**src/rtl/vga_timing_gen.sv**
```systemverilog
// rtl/vga_timing_gen.sv - VGA raster timing generator (optional sync delay: VGA_SYNC_DELAY_EN)
module vga_timing_gen #(
  parameter int H_VISIBLE = 640,
  parameter int H_FRONT   = 16,
  parameter int H_SYNC    = 96,
  parameter int H_BACK    = 48,
  parameter int V_VISIBLE = 480,
  parameter int V_FRONT   = 10,
  parameter int V_SYNC    = 2,
  parameter int V_BACK    = 33
) (
  input  logic        vga_clk,
  input  logic        reset_n,
  input  logic        pix_en,
  output logic [9:0]  DrawX,
  output logic [9:0]  DrawY,
  output logic        hs,
  output logic        vs,
  output logic        blank,
  output logic        frame_start,
  output logic [15:0] frame_count
);

  localparam int H_TOTAL = H_VISIBLE + H_FRONT + H_SYNC + H_BACK;
  localparam int V_TOTAL = V_VISIBLE + V_FRONT + V_SYNC + V_BACK;

  localparam logic [9:0] H_LAST   = 10'(H_TOTAL - 1);
  localparam logic [9:0] V_LAST   = 10'(V_TOTAL - 1);
  localparam logic [9:0] H_VIS    = 10'(H_VISIBLE);
  localparam logic [9:0] V_VIS    = 10'(V_VISIBLE);
  localparam logic [9:0] HS_START = 10'(H_VISIBLE + H_FRONT);
  localparam logic [9:0] HS_END   = 10'(H_VISIBLE + H_FRONT + H_SYNC - 1);
  localparam logic [9:0] VS_START = 10'(V_VISIBLE + V_FRONT);
  localparam logic [9:0] VS_END   = 10'(V_VISIBLE + V_FRONT + V_SYNC - 1);

  logic [9:0] x_next;
  logic [9:0] y_next;
  logic       x_wrap;
  logic       y_wrap;
  logic       frame_wrap;
  logic       hs_next;
  logic       vs_next;
  logic       blank_next;

  // Next raster position and the sync/blank levels that belong to it
  always_comb begin
    x_wrap     = (DrawX == H_LAST);
    y_wrap     = (DrawY == V_LAST);
    frame_wrap = x_wrap && y_wrap;
    x_next     = x_wrap ? 10'd0 : DrawX + 10'd1;
    y_next     = DrawY;
    if (x_wrap) begin
      y_next = y_wrap ? 10'd0 : DrawY + 10'd1;
    end
    hs_next    = !((x_next >= HS_START) && (x_next <= HS_END));
    vs_next    = !((y_next >= VS_START) && (y_next <= VS_END));
    blank_next = (x_next < H_VIS) && (y_next < V_VIS);
  end

  // Raster counters advance only on pixel-enable cycles
  always_ff @(posedge vga_clk or negedge reset_n) begin
    if (!reset_n) begin
      DrawX <= 10'd0;
      DrawY <= 10'd0;
    end else if (pix_en) begin
      DrawX <= x_next;
      DrawY <= y_next;
    end
  end

  // Frame pulse is a single vga_clk wide; the count wraps naturally at 16 bits
  always_ff @(posedge vga_clk or negedge reset_n) begin
    if (!reset_n) begin
      frame_start <= 1'b0;
      frame_count <= 16'd0;
    end else begin
      frame_start <= pix_en && frame_wrap;
      if (pix_en && frame_wrap) begin
        frame_count <= frame_count + 16'd1;
      end
    end
  end

`ifdef VGA_SYNC_DELAY_EN
  logic hs_d1;
  logic vs_d1;
  logic blank_d1;
  logic hs_d2;
  logic vs_d2;
  logic blank_d2;

  // Sync/blank lag the raster position by two pixel advances to match pixel data latency
  always_ff @(posedge vga_clk or negedge reset_n) begin
    if (!reset_n) begin
      hs_d1    <= 1'b1;
      vs_d1    <= 1'b1;
      blank_d1 <= 1'b0;
      hs_d2    <= 1'b1;
      vs_d2    <= 1'b1;
      blank_d2 <= 1'b0;
      hs       <= 1'b1;
      vs       <= 1'b1;
      blank    <= 1'b0;
    end else if (pix_en) begin
      hs_d1    <= hs_next;
      vs_d1    <= vs_next;
      blank_d1 <= blank_next;
      hs_d2    <= hs_d1;
      vs_d2    <= vs_d1;
      blank_d2 <= blank_d1;
      hs       <= hs_d2;
      vs       <= vs_d2;
      blank    <= blank_d2;
    end
  end
`else
  // Sync/blank registered from the next position so they line up with DrawX/DrawY
  always_ff @(posedge vga_clk or negedge reset_n) begin
    if (!reset_n) begin
      hs    <= 1'b1;
      vs    <= 1'b1;
      blank <= 1'b0;
    end else if (pix_en) begin
      hs    <= hs_next;
      vs    <= vs_next;
      blank <= blank_next;
    end
  end
`endif

endmodule

```
**config.mk**
```make
export PLATFORM = sky130hd
export DESIGN_NAME = vga_timing_gen
export DESIGN_NICKNAME = d
export VERILOG_FILES = /design/src/rtl/vga_timing_gen.sv
export SDC_FILE = /design/constraint.sdc
export NUM_CORES = 1
export LEC_CHECK = 0
export BUFFER_PORTS_ARGS = -buffer_cell sky130_fd_sc_hd__clkbuf_2
export CORE_MARGIN = 1
export CORE_UTILIZATION = 30
export CTS_CLUSTER_SIZE = 28
export DETAILED_ROUTE_END_ITERATION = 7
export SLEW_MARGIN = 0
export SYNTH_ARGS = -nofsm -noshare
export SYNTH_HDL_FRONTEND = slang
export SYNTH_SLANG_ARGS = --single-unit
```
**constraint.sdc**
```tcl
create_clock -name vga_clk -period 7.6 [get_ports vga_clk]
set_clock_uncertainty 0.1 [all_clocks]
set_input_delay 1.14 -clock vga_clk [delete_from_list [all_inputs] [get_ports vga_clk]]
set_output_delay 1.14 -clock vga_clk [all_outputs]
set_load 0.01 [all_outputs]
```
==> run_results.csv, run 1 <==
group,metric,value,unit
outcome,status,"complete, no violations",
drt,final_antenna_net_count,0,
power,swShare,29.7,%
setup_path,cp-end-kind,"flop",
global_routing,first_global_vias,1818,
power,clkPwrFrac,35.5,%
job,drv_cap,0,
synthesis,syn_nets,270,
setup_path,path_class,"input pin to flop",
global_routing,antenna_found_initial,0,
cts,post_cts_buffers,0,
drt,drtIter0Drc,89,
place,placed_cell_area,2560,um^2
cells_and_area,final_layout_size_suffix_gt1_share,20.9,%
synthesis,netlist_instances,262,
cts,clkSlewWorstSetupHoldPaths,0.09,ns
cts,ctsHtreeMaxLevel,2,
floorplan,dieWidth,89.8,um
floorplan,die_h,89.8,um
cts,clk_latency,0.30,ns
setup_path,cp-start-kind,"input pin",
global_routing,grt_max_degree,41,
cells_and_area,area.growth.synth_to_final,15.8,%
setup_path,required,7.68,ns
synthesis,ys_seq_area_share,43.4,%
power,pwr-share-comb,14.0,%
place,gp_congestion,0.805,
power,p_int,360,uW
timing,fin_ws,4.87,ns
floorplan,die_area,8060,um^2
cells_and_area,mostFrequentLayoutCell,"clkbuf_2",
timing,hold_slack,0.370,ns
place,dpl.hpwl,3.56,mm
drt,drc,0,
synthesis,yosys-top-cells-area,"dfrtp_1, nand2_1, xnor2_1",
power,p_switching,152,uW
hold_path,hold_path_class,"flop to flop",
cts,cts_hold_buf,0,
power,leakage,0.00118,uW
floorplan,row_count,31,
timing,rsz0062_at_grt,"no",
place,dp_slack,4.56,ns
cts,cts_tree,"done",
cells_and_area,postLayoutCellArea,2680,um^2
power,seqPwrFrac,50.5,%
power,power_density,191,nW/um^2
drt,firstDrtPassIters,4,
place,portBuffers,42,
synthesis,ys_types,46,
synthesis,synth_top_area_share,41.1,%
cells_and_area,layout_common_cells,"clkbuf_2, dfrtp_1, nand2_1",
timing,tns,0,ns
synthesis,ys_warn_count,0,
cts,clockRootBuffer,"clkbuf_8",
global_routing,grt_usage,13.1,%
floorplan,ios,43,
timing,fmaxAchievable,367,MHz
cts,cts_buffer_depth,2,
synthesis,ys_seq_elements,40,
timing,finalHoldViolations,0,
drt,vias,1952,
drt,wirelength,5.12,mm
global_routing,grt_first_pass_wirelength,8.61,mm
cells_and_area,nets,299,
place,dp.cells,383,
synthesis,syn_area_per_cell,8.82,um^2
synthesis,synth-async-reset-ratio,100,%
cts,cts_num_sinks,40,
floorplan,initial_core_util,31.5,%
floorplan,core_area,7330,um^2
synthesis,netlist_area,2310,um^2
global_routing,overflow,0,
setup_path,cp_max_fo,27,
cts,cts_resized,0,
timing,fin_crit_sh,35.9,%
synthesis,synthFlopType,"dfrtp_1",
synthesis,netlist.top_cell.by_area,"dfrtp_1",
timing,worstMarginPinSlew,1.01,ns
drt,viasPerCell,4.99,
setup_path,reg2reg_slack,4.89,ns
cells_and_area,n_antenna_cell,0,
synthesis,synth_edf_count,0,
timing,period_minus_slack,2.73,ns
timing,relSlewSlack,32.6,%
timing,setup_viol,0,
cts,cts_buffers,5,
timing,maxSlewViolCount,0,
power,peakVddDrop,0.0878,mV
setup_path,arrival,2.81,ns
drt,wl_per_cell,13.1,um
cells_and_area,final_cells,391,
[path summary, 6_finish.rpt]
kind | from | end | depth (start not counted)
min in group asynchronous | reset_n | DrawX[9] | 1
worst min-delay path | frame_count[15] | frame_count[15] | 1
worst min register to register | frame_count[15] | frame_count[15] | 1
max in group asynchronous | reset_n | frame_count[3] | 1
worst max register to register | DrawY[7] | frame_count[9] | 6
worst max-delay path | pix_en | DrawY[7] | 4
[critical path, stage by stage]
cell,delay (ns)
clkbuf_2,0.41
nand3_1,0.47
or2_2,0.47
o41ai_1,0.31
[layout make-up]
type,instances,area [um^2]
inverters,4,15.0
clock buffers,5,68.8
well taps,99,124
multi-input cells,198,1210
clock inverters,3,47.5
fillers,747,4650
flip-flops and latches,40,1000
repair buffers,42,210
[state kept, by name (all words and copies together) (netlist names)]
signal       cells
vs               1
frame_count     16
hs               1
DrawY           10
frame_start      1
blank            1
DrawX           10
[logic make-up (layout without fill, tap and decap cells)]
kind of cell	Yosys count	in the layout	share of synthesized area, %
adders and majority gates	5	5	2.71
DFF	40	40	43.4
AOI/OAI and AO/OA	47	47	12.4
xor gates and xnor gates	24	24	9.10
buffers and inverters	24	54	4.33
and+or+nand+nor	122	122	28.0
[cells in the mapped netlist (all sizes together) (2+ instances only)]
library cell,n
dfrtp,38
nand2,35
nor2,24
o21ai,20
clkbuf,16
nand3,16
xnor2,15
nand4,10
nor3,9
xor2,9
and3,8
a21oi,7
a31oi,5
ha,5
buf,4
inv,4
nand2b,3
nor2b,3
o31ai,3
and2,2
and4,2
dfstp,2
nand3b,2
o22ai,2
o41ai,2
or3,2
or4,2
[layer usage]
metal	GRT usage, %	vias to the layer above	wire, um
met1	17.4	923	2540
met3	3.21	4	230
met4	3.83	0	42
li1	-	981	-
met5	0	-	0
met2	20.9	44	2300
[power by group through the flow]
stage,Sequential (uW),Clock (uW),Combinational (uW)
after floorplan,252,0,55.0
after global placement,261,0,71.1
after detailed placement,262,0,72.6
after CTS,257,189,72.9
after global routing,263,198,80.1
final,258,182,71.5
[through the flow]
step	util (%)	power (uW)
floorplan	-	307
global placement	34.9	332
detailed placement	34.9	334
CTS	36.5	519
global route	36.5	541
finish	36.5	511
Power figures use the tool's default switching activity.
==> run 2: changes to the inputs <==
- ABC_AREA: not set -> 1
- clock period: 7.6 -> 2.55 ns (I/O delays scaled with it)
==> run 2 against run 1 <==
  * Worst hold slack worse by 0.045 ns
  * Area after synthesis is 0.87% higher
  * Power grew to 3.4 times the previous value
  * Core utilization is 1.6 points higher
  * Register-to-register slack worse by 4.5 ns
  * Critical endpoint is now frame_count[13]
  * Cell area is 5.0% higher
==> run_results.csv, run 2 <==
group,metric,value,unit
cells_and_area,nets,361,
synthesis,synth-async-reset-ratio,100,%
place,dpl.hpwl,4.21,mm
power,power_density,617,nW/um^2
setup_path,cp-end-kind,"flop",
floorplan,initial_core_util,31.6,%
drt,vias,2073,
global_routing,first_global_vias,1936,
global_routing,overflow,0,
floorplan,row_count,31,
cells_and_area,n_antenna_cell,0,
setup_path,path_class,"flop to flop",
drt,wl_per_cell,12.3,um
global_routing,grt_max_degree,32,
cts,post_cts_buffers,0,
synthesis,netlist_area,2330,um^2
floorplan,die_area,8130,um^2
timing,tns,0,ns
synthesis,ys_warn_count,0,
timing,fin_ws,0.363,ns
timing,finalHoldViolations,0,
setup_path,arrival,2.27,ns
outcome,status,"complete, no violations",
synthesis,yosys-top-cells-area,"dfrtp_1, nand2_1, inv_1",
floorplan,die_h,90.1,um
cells_and_area,final_util,38.1,%
cts,clkSlewWorstSetupHoldPaths,0.08,ns
timing,maxSlewViolCount,0,
place,dp_slack,0.371,ns
synthesis,syn_area_per_cell,7.69,um^2
cts,cts_hold_buf,1,
power,p_int,1170,uW
floorplan,dieWidth,90.1,um
setup_path,required,2.63,ns
job,drv_cap,0,
global_routing,grt_usage,14.3,%
setup_path,cp_max_fo,7,
power,total_power,1730,uW
timing,setup_viol,0,
cells_and_area,largest_reg_flops,16,
power,peakVddDrop,0.314,mV
timing,worstMarginPinSlew,0.501,ns
synthesis,syn_nets,311,
timing,fin_crit_sh,85.8,%
power,leakage,0.00144,uW
cts,ctsHtreeMaxLevel,2,
drt,wirelength,5.55,mm
synthesis,netlist.top_cell.by_area,"dfrtp_1",
hold_path,hold_path_class,"input pin to flop",
synthesis,synth_edf_count,0,
place,portBuffers,42,
floorplan,core_area,7370,um^2
power,swShare,32.7,%
synthesis,ys_seq_elements,40,
drt,viasPerCell,4.58,
hold_path,hp-start,"pix_en",
synthesis,ys_top_cells_by_count,"nand2_1, dfrtp_1, inv_1",
timing,fmaxAchievable,457,MHz
synthesis,yosysMostFrequentCell,"nand2_1",
setup_path,cp-start-kind,"flop",
cts,cts_buffer_depth,2,
power,seqPwrFrac,46.4,%
cells_and_area,final_layout_size_suffix_gt1_share,18.9,%
cells_and_area,layout_common_cells,"nand2_1, clkbuf_2, dfrtp_1, inv_1, nor2_1",
cts,clk_latency,0.29,ns
global_routing,antenna_found_initial,0,
cells_and_area,mostFrequentLayoutCell,"nand2_1",
cts,cts_num_sinks,40,
synthesis,synthFlopType,"dfrtp_1",
synthesis,netlist_instances,303,
cts,clockRootBuffer,"clkbuf_8",
power,p_switching,567,uW
setup_path,cp-startpoint,"DrawY[0]",
cells_and_area,reg_top3,"frame_count (16), DrawX (10), DrawY (10)",
synthesis,ys_seq_area_share,43.0,%
timing,rsz0062_at_grt,"no",
power,pwr-share-comb,21.6,%
cells_and_area,area.growth.synth_to_final,20.6,%
place,gp_congestion,0.899,
cts,cts_buffers,5,
synthesis,synth_top_area_share,40.8,%
timing,relSlewSlack,66.6,%
drt,final_antenna_net_count,0,
cts,cts_tree,"done",
power,clkPwrFrac,32.0,%
drt,drtIter0Drc,147,
drt,firstDrtPassIters,4,
global_routing,grt_first_pass_wirelength,9.32,mm
timing,period_minus_slack,2.19,ns
drt,drc,0,
synthesis,ys_types,30,
floorplan,ios,43,
setup_path,r2r_start,"DrawY[0]",
cells_and_area,fill_cells,785,
cts,cts_resized,0,
cells_and_area,regMostFlops,"frame_count",
## run 2: changes by cell type after synthesis, moves of 5 or more
cell / delta
nand2_1: +46
clkbuf_1: -12
nand3_1: +7
and3_1: -8
a31oi_1: -5
xnor2_1: -7
nor2_1: +13
inv_1: +34
## run 2: area by class of cell
type / count / area (um^2) / area share, %
inverters: 38 / 143 / 5.07
clock inverters: 2 / 38.8 / 1.38
clock buffers: 6 / 82.6 / 2.94
well taps: 99 / 124 / 4.41
repair buffers: 47 / 250 / 8.90
flip-flops and latches: 40 / 1000 / 35.7
multi-input cells: 221 / 1170 / 41.6
## run 2: per-layer routing
layer  global-route usage, %  share of wire [%]
met3                    2.79                4.6
met5                       0                  0
met1                    18.8                 48
met2                    23.4                 46
met4                    4.97                1.4
## run 2: path summary, 6_finish.rpt
check,to,cells after the start,slack [ns]
setup / recovery,frame_count[13],10,0.36
hold / removal,frame_start,3,0.33
setup reg to reg,frame_count[13],10,0.36
hold reg to reg,hs,2,0.39
max in group asynchronous,vs,3,1.11
min in group asynchronous,frame_count[12],2,0.49
## run 2: power groups by stage
stage,registers [uW],clock network [uW],logic (uW)
floorplan,826,0,211
global placement,815,0,376
detailed placement,818,0,377
CTS,805,571,381
global route,819,597,423
finish,805,555,375
## run 2: critical path, stage by stage (launching register included)
cell and delay [ns]:
dfrtp_1 0.44, inv_1 0.13, ha_1 0.17, nand2_1 0.05, nor2_1 0.12, nand4_1 0.21
nor3_4 0.35, nand3b_2 0.15, nor2_2 0.14, nand2_1 0.08, xor2_1 0.14
## run 2: logic make-up (layout without fill, tap and decap cells)
group                    Yosys count  in the layout  synth area share, %
multiplexers                       1              1                0.483
XOR/XNOR                          19             19                 7.14
AO/OA/AOI/OAI                     32             32                 7.68
AND/OR/NAND/NOR                  164            164                 32.2
buffers and inverters             42             93                 6.76
adder cells (fa/ha/maj)            5              5                 2.68
flip-flops                        40             40                 43.0
## run 2: per-stage QoR
| step | instances | area, um^2 | hold WS (ns) |
|---|---|---|---|
| after floorplan | 303 | 2330 | -0.0131 |
| after global placement | 444 | 2680 | 0.268 |
| after detailed placement | 444 | 2680 | 0.286 |
| after CTS | 453 | 2810 | 0.331 |
| after global routing | 453 | 2810 | 0.334 |
| final | 453 | 2810 | 0.325 |
